`src/rtl/mem_access_ctrl.sv`:
```
// Single-request data-memory access controller: IDLE -> ACCESS (strobe held WAIT_CYCLES) -> DONE.
// Define MEM_ACCESS_CTRL_RANGE_CHECK_EN to reject aligned addresses at or above 32'h80.
module mem_access_ctrl #(
   parameter int unsigned WAIT_CYCLES = 2
) (
   input  logic        clk_i,
   input  logic        rst_i,
   input  logic        req_i,
   input  logic        we_i,
   input  logic [31:0] addr_i,
   input  logic [31:0] wdata_i,
   output logic        busy_o,
   output logic        done_o,
   output logic        err_o,
   output logic [31:0] rdata_o,
   output logic        memread_o,
   output logic        memwrite_o,
   output logic [31:0] memaddr_o,
   output logic [31:0] writedata_o,
   input  logic [31:0] memdata_i
);

   typedef enum logic [1:0] {IDLE, ACCESS, DONE} state_e;

   localparam logic [3:0] LAST_CNT = 4'(WAIT_CYCLES - 1);

   state_e      state_q, state_d;
   logic [3:0]  cnt_q, cnt_d;
   logic        we_q, we_d;
   logic [4:0]  word_q, word_d;
   logic [31:0] wdata_q, wdata_d;
   logic [31:0] rdata_q, rdata_d;
   logic        err_q, err_d;
   logic        bad_addr;

`ifdef MEM_ACCESS_CTRL_RANGE_CHECK_EN
   assign bad_addr = (addr_i[1:0] != 2'b00) || (addr_i >= 32'h80);
`else
   // Upper address bits only matter when the range check is built in.
   logic unused_addr_hi;
   assign unused_addr_hi = ^addr_i[31:7];
   assign bad_addr       = (addr_i[1:0] != 2'b00);
`endif

   // NOTE: every _d gets its hold value first, so no path through the case leaves one unassigned (no latches).
   always_comb begin
      state_d = state_q;
      cnt_d   = cnt_q;
      we_d    = we_q;
      word_d  = word_q;
      wdata_d = wdata_q;
      rdata_d = rdata_q;
      err_d   = err_q;
      case (state_q)
         IDLE: begin
            if (req_i) begin
               we_d    = we_i;
               word_d  = addr_i[6:2];
               wdata_d = wdata_i;
               cnt_d   = 4'd0;
               err_d   = bad_addr;
               state_d = bad_addr ? DONE : ACCESS;
            end
         end
         ACCESS: begin
            if (cnt_q == LAST_CNT) begin
               state_d = DONE;
               if (!we_q) rdata_d = memdata_i;
            end else begin
               cnt_d = cnt_q + 4'd1;
            end
         end
         DONE: begin
            err_d   = 1'b0;
            state_d = IDLE;
         end
         default: state_d = IDLE;
      endcase
   end

   // NOTE: sequential state uses non-blocking assignments so all registers update from pre-edge values.
   always_ff @(posedge clk_i) begin
      if (!rst_i) begin
         state_q <= IDLE;
         cnt_q   <= 4'd0;
         we_q    <= 1'b0;
         word_q  <= 5'd0;
         wdata_q <= 32'd0;
         rdata_q <= 32'd0;
         err_q   <= 1'b0;
      end else begin
         state_q <= state_d;
         cnt_q   <= cnt_d;
         we_q    <= we_d;
         word_q  <= word_d;
         wdata_q <= wdata_d;
         rdata_q <= rdata_d;
         err_q   <= err_d;
      end
   end

   // err_q is only ever set on the way into DONE and cleared on the way out.
   assign busy_o      = (state_q != IDLE);
   assign done_o      = (state_q == DONE);
   assign err_o       = err_q;
   assign rdata_o     = rdata_q;
   assign memread_o   = (state_q == ACCESS) && !we_q;
   assign memwrite_o  = (state_q == ACCESS) && we_q;
   assign memaddr_o   = {27'b0, word_q};
   assign writedata_o = wdata_q;

endmodule

```
`config.mk`:
```
export PLATFORM = sky130hd
export DESIGN_NAME = mem_access_ctrl
export DESIGN_NICKNAME = d
export VERILOG_FILES = /design/src/rtl/mem_access_ctrl.sv
export SDC_FILE = /design/constraint.sdc
export NUM_CORES = 1
export LEC_CHECK = 0
export CAP_MARGIN = 40
export CORE_ASPECT_RATIO = 1.1
export CORE_MARGIN = 2
export CORE_UTILIZATION = 37
export DETAILED_ROUTE_END_ITERATION = 6
export PLACE_DENSITY_LB_ADDON = 0.12
export SLEW_MARGIN = 20
export SYNTH_ARGS = -nofsm -noshare
export SYNTH_HDL_FRONTEND = slang
export SYNTH_SLANG_ARGS = --single-unit
```
`constraint.sdc`:
```
create_clock -name clk_i -period 1.95 [get_ports clk_i]
set_input_delay 0.39 -clock clk_i [delete_from_list [all_inputs] [get_ports clk_i]]
set_output_delay 0.39 -clock clk_i [all_outputs]
set_load 0.01 [all_outputs]
```
# After elaboration in Yosys (flattened, before gate mapping)
# Cells that the tools add are included.
dict set report classes {
  add_sub_neg 1
  eq_ne 6
  bitwise 1
  n_shift 0
  div_mod_pow 0
  muxes 9
  reduce_logical 13
  order_cmp 0
  mul 0
}
# operator count
set op_table {}
lappend op_table {{4-bit 2-to-1 mux} 2}
lappend op_table {{4-bit case mux with 2 select lines} 1}
lappend op_table {{2-bit nonzero test} 4}
lappend op_table {{2-bit 2-to-1 mux} 3}
lappend op_table {{2-bit inequality test, second input constant} 3}
lappend op_table {{2-bit AND reduction} 3}
lappend op_table {{3-bit AND reduction} 2}
lappend op_table {{4-bit by 1-bit adder with 4-bit output, second input constant} 1}
lappend op_table {{4-bit by 1-bit == test with 1-bit output, second input constant} 1}
lappend op_table {{2-bit case mux with 2 select lines} 1}
lappend op_table {{2-bit by 1-bit == test with 1-bit output, second input constant} 1}
lappend op_table {{2-bit == test, second input constant} 1}
lappend op_table {{1-bit logical AND} 2}
lappend op_table {{2-bit zero test} 1}
lappend op_table {{1-bit case mux with 2 select lines} 1}
lappend op_table {{1-bit zero test} 1}
lappend op_table {{1-bit 2-to-1 mux} 1}
lappend op_table {{1-bit NOT} 1}
dict set report word_totals {
  regBits 77
  n_memories 0
  wordCells 37
  inputBits 100
  ram_bits 0
  latchBits 0
  mem_bits_ro 0
  out_inout_bits 101
}

# Logic depth before layout (Yosys ltp)
dict set report depth {
  ltp_word 4
  ltp_mapped 6
  depth_no_buf 5
}

# Worst setup path after synthesis
# Ideal clock, no wire load.
dict set report synth_path {
  kind {reg-to-reg}
  start {reg cnt_q[0]}
  end {reg rdata_q[10], in the netlist rdata_o[10]}
  n_path_buf 1
  t_arrival_ps 1564
  synth_period_minus_slack_ps 1636
  setup_time_ps 72
  setup_slack_ps 314
  path_stages_with_launch 6
  t_required_ps 1878
  path_cell_list {dfxtp_1 -> ha_1 -> or3b_4 -> nor3_4 -> buf_8 -> mux2i_1}
}
dict set report synth_via {
  elab_chain_cells 2
}
# element line_no
set synth_lines {}
lappend synth_lines {{start, declared} 28} ;# logic [3:0] cnt_q, cnt_d;
lappend synth_lines {{start signal, assigned} 93} ;# cnt_q <= cnt_d;
lappend synth_lines {{4-bit by 1-bit == test with 1-bit output} 66} ;# if (cnt_q == LAST_CNT) begin
lappend synth_lines {{3-bit AND reduction (no line)} --}
lappend synth_lines {{end signal, assigned} 97} ;# rdata_q <= rdata_d;
lappend synth_lines {{end, declared} 32} ;# logic [31:0] rdata_q, rdata_d;
# No other way between the ends.
# A chain may end at the register's enable or synchronous reset.

# Worst setup path in the final report
dict set report layout_path {
  start {reg state_q[0]}
  end {out busy_o}
}
dict set report layout_via {
  elab_chain_cells 1
}
# element line_no
set layout_lines {}
lappend layout_lines {{start, declared} 27} ;# state_e state_q, state_d;
lappend layout_lines {{start signal, assigned} 92} ;# state_q <= state_d;
lappend layout_lines {{2-bit nonzero test} 103} ;# assign busy_o = (state_q != IDLE);
lappend layout_lines {{end, declared} 12} ;# output logic busy_o,
# No other way between the ends.

==> results.md <==
- Vias: 2,812
- TritonRoute pass-1 iters: 4
- Routed length per instance: 11.7 um
- Largest net degree at the start of global routing: 67
- VDD IR-drop max: 0.000407 V
- Critical path arrival: 1390 ps
- Core ar.: 8360 um^2
- Worst R2R Start: cnt_q[0]$_SDFFE_PN0P_
- FMAX: 563 MHz
- Final Hold Vio Count: 0
- Syn Area/Cell: 8.40 um^2
- Top sig layer: met4
- CTS max path bufs: 2
- Pint: 2.51 mW
- Async set-reset flop share out of synthesis: 0
- Fin nets: 626
- GRT overflow: 0
- Power per cell area: 694 nW/um^2
- ANT nets after route: 0
- Synth area leader: dfxtp_1
- Tcrit/Tclk final: 0.911
- Seq pwr share: 0.495
- Clock Skew: 12.2 ps
- Fin. max-slew vios: 0
- Critical path class: reg2out
- Worst Setup End Kind: primary output
- Hold depth: 3
- Die area: 9360 um^2
- Chip Height: 101 um
- Layout cells sized above 1: 0.0643
- Max cap viols: 0
- Top cell type's share of synthesized area: 0.484
- Top cells by area, synth: dfxtp_1, nand2_1, mux2i_1, a21oi_1, buf_4
- Main synth FF type: dfxtp_1
- Setup_tns: 0 ps
- Final setup violation count: 0
- Tmin final: 1780 ps
- Global placement routability congestion: 0.688
- Final HPWL DP: 5320 um
- Static Leak: 1.82 nW
- Hold_sp: rst_i
- TritonCTS Buffers: 9
- Post-synth EDFFs: 0
- NetSw: 0.848 mW
- Area growth syn-to-layout: 52.1%
- Die width: 92.5 um
- Clock Power Share: 0.349
- Crit path max fanout: 6
- Tot GR Track Use: 0.160
- Root buf cell: clkbuf_8
- Global-route wire length before repair: 11,900 um
- Post-synthesis sequential area ratio: 0.484
- Via density: 4.39
- Count leader, synth: nand2_1
- Worst-Skew Late Latency: 340 ps
- Synth cell types: 37
- Clock Sinks: 77
- Hold Buf Count CTS: 0
- Reg clk slew, reported paths: 80 ps
- Worst R2R End: rdata_o[24]$_SDFFE_PN0P_
- Htree depth: 3
- HP Class: in2reg
- Part of the power in combinational logic: 0.156
- PortBufs: 148
- Sw frac: 0.252
- Final wirelength: 7520 um
- Yosys warning count: 0
- TritonCTS clock tree: done
- Initial Util: 0.381
- Max_slew headroom: 0.604
- Detail Route met3 WL: 823 um
- Initial antenna violation count: 0
- Hold Crit Endpoint: cnt_q[3]$_SDFFE_PN0P_
- Vias in the first global route: 2,600
- Synth cell count leaders: nand2_1, dfxtp_1, a21oi_1, mux2i_1, buf_4
- FILL cells: 781
- Synthesized flop and latch total: 77
- Diodes inserted: 0
- Synthesized netlist cell count: 379
- Ports: 201
- Reg2Reg Depth: 5
- Row cnt: 35
- WP data required: 1560 ps
- Post-Syn Area: 3180 um^2
- RSZ-0062 raised after global routing: no
- Reg2Reg Setup Slack: 240 ps
- Worst-margin pin slew: 594 ps
- Number of DRC markers in iteration 0: 80
- Run status: finished, final reports clean
- Met1 wire length: 3250 um
- Drt drc: 0
- Wire length on met2: 3320 um
- Worst hold slack: 300 ps
- Startpoint types: register
-- cells by family after synthesis --
logic type      count (synthesis)  share of synthesized area
mux                            32                      0.101
buf+inv                        54                      0.110
compound gates                 49                     0.0806
simple gates                  164                      0.216
other cells                     1                    0.00118
fa+ha+maj                       2                    0.00786
flops                          77                      0.484
-- power groups by stage --
| stage | logic (mW) | clock network, mW | registers (mW) |
|---|---|---|---|
| global route | 0.581 | 1.28 | 1.67 |
| detailed placement | 0.531 | 0 | 1.70 |
| floorplan | 0.235 | 0 | 1.73 |
| finish | 0.525 | 1.17 | 1.66 |
| global placement | 0.528 | 0 | 1.70 |
| CTS | 0.531 | 1.21 | 1.66 |
-- stage by stage --
| step | worst slack [ps] | instances | utilization | cell area [um^2] | power (mW) |
|---|---|---|---|---|---|
| after floorplan | 314 | 405 | - | 3280 | 1.96 |
| after global placement | 141 | 624 | 0.557 | 4660 | 2.22 |
| after detailed placement | 133 | 624 | 0.557 | 4660 | 2.23 |
| after CTS | 147 | 640 | 0.579 | 4840 | 3.41 |
| after global routing | 106 | 640 | 0.579 | 4840 | 3.53 |
| final | 173 | 640 | 0.579 | 4840 | 3.36 |
-- worst max-delay path by stage --
stage / from / endpoint / slack [ps] / cells past startpoint
finish: state_q[0]$_SDFFE_PN0P_ / busy_o / 170 / 3
global placement: req_i / writedata_o[10]$_SDFFE_PN0P_ / 140 / 5
floorplan: cnt_q[0]$_SDFFE_PN0P_ / rdata_o[10]$_SDFFE_PN0P_ / 310 / 5
CTS: state_q[0]$_SDFFE_PN0P_ / busy_o / 150 / 3
detailed placement: req_i / writedata_o[24]$_SDFFE_PN0P_ / 130 / 5
global route: cnt_q[0]$_SDFFE_PN0P_ / rdata_o[24]$_SDFFE_PN0P_ / 110 / 5
-- layer usage --
metal,track usage,up-vias
li1,-,1457
met1,0.195,1240
met2,0.246,106
met3,0.0662,9
met4,0.0758,0
met5,0,-
-- flip-flops by register name, summed over array words and instances (netlist names) --
signal	flops
writedata_o	32
err_o	1
state_q	2
we_q	1
cnt_q	4
word_q	5
rdata_o	32
-- final cells by class --
type	count	area, um^2	share of cell area
Clock buffer	10	128	0.0263
Clock inverter	6	63.8	0.0132
Inverter	4	15.0	0.00310
Multi-Input combinational cell	274	1400	0.288
Sequential cell	77	1540	0.319
Tap cell	111	139	0.0287
Timing Repair Buffer	158	1560	0.322
-- layout by cell type (no fill, tap or decap), types with 2 or more instances in the layout --
master	netlist	layout
clkdlybuf4s50_1	0	143
inv_1	3	3
a21oi_1	42	42
nand2_1	144	144
clkinvlp_4	0	2
conb_1	1	27
clkinv_2	0	2
or2_2	2	2
mux2i_1	32	32
a31oi_1	2	2
dfxtp_1	77	76
nand3_1	2	2
clkbuf_8	0	9
nor2b_1	2	2
ha_1	2	2
dlygate4sd2_1	0	4
buf_4	27	9
-- critical path: stages, from the launching register on --
cell           delay, ps
dfxtp_1              330
buf_4                160
or2_2                270
dlygate4sd2_1        290
-- repair_timing --
item	4_1_cts	5_1_grt
gates resized for setup	5	0
setup buffers	0	0
endpoints found under the setup margin	4	0
Power figures use the tool's default switching activity.
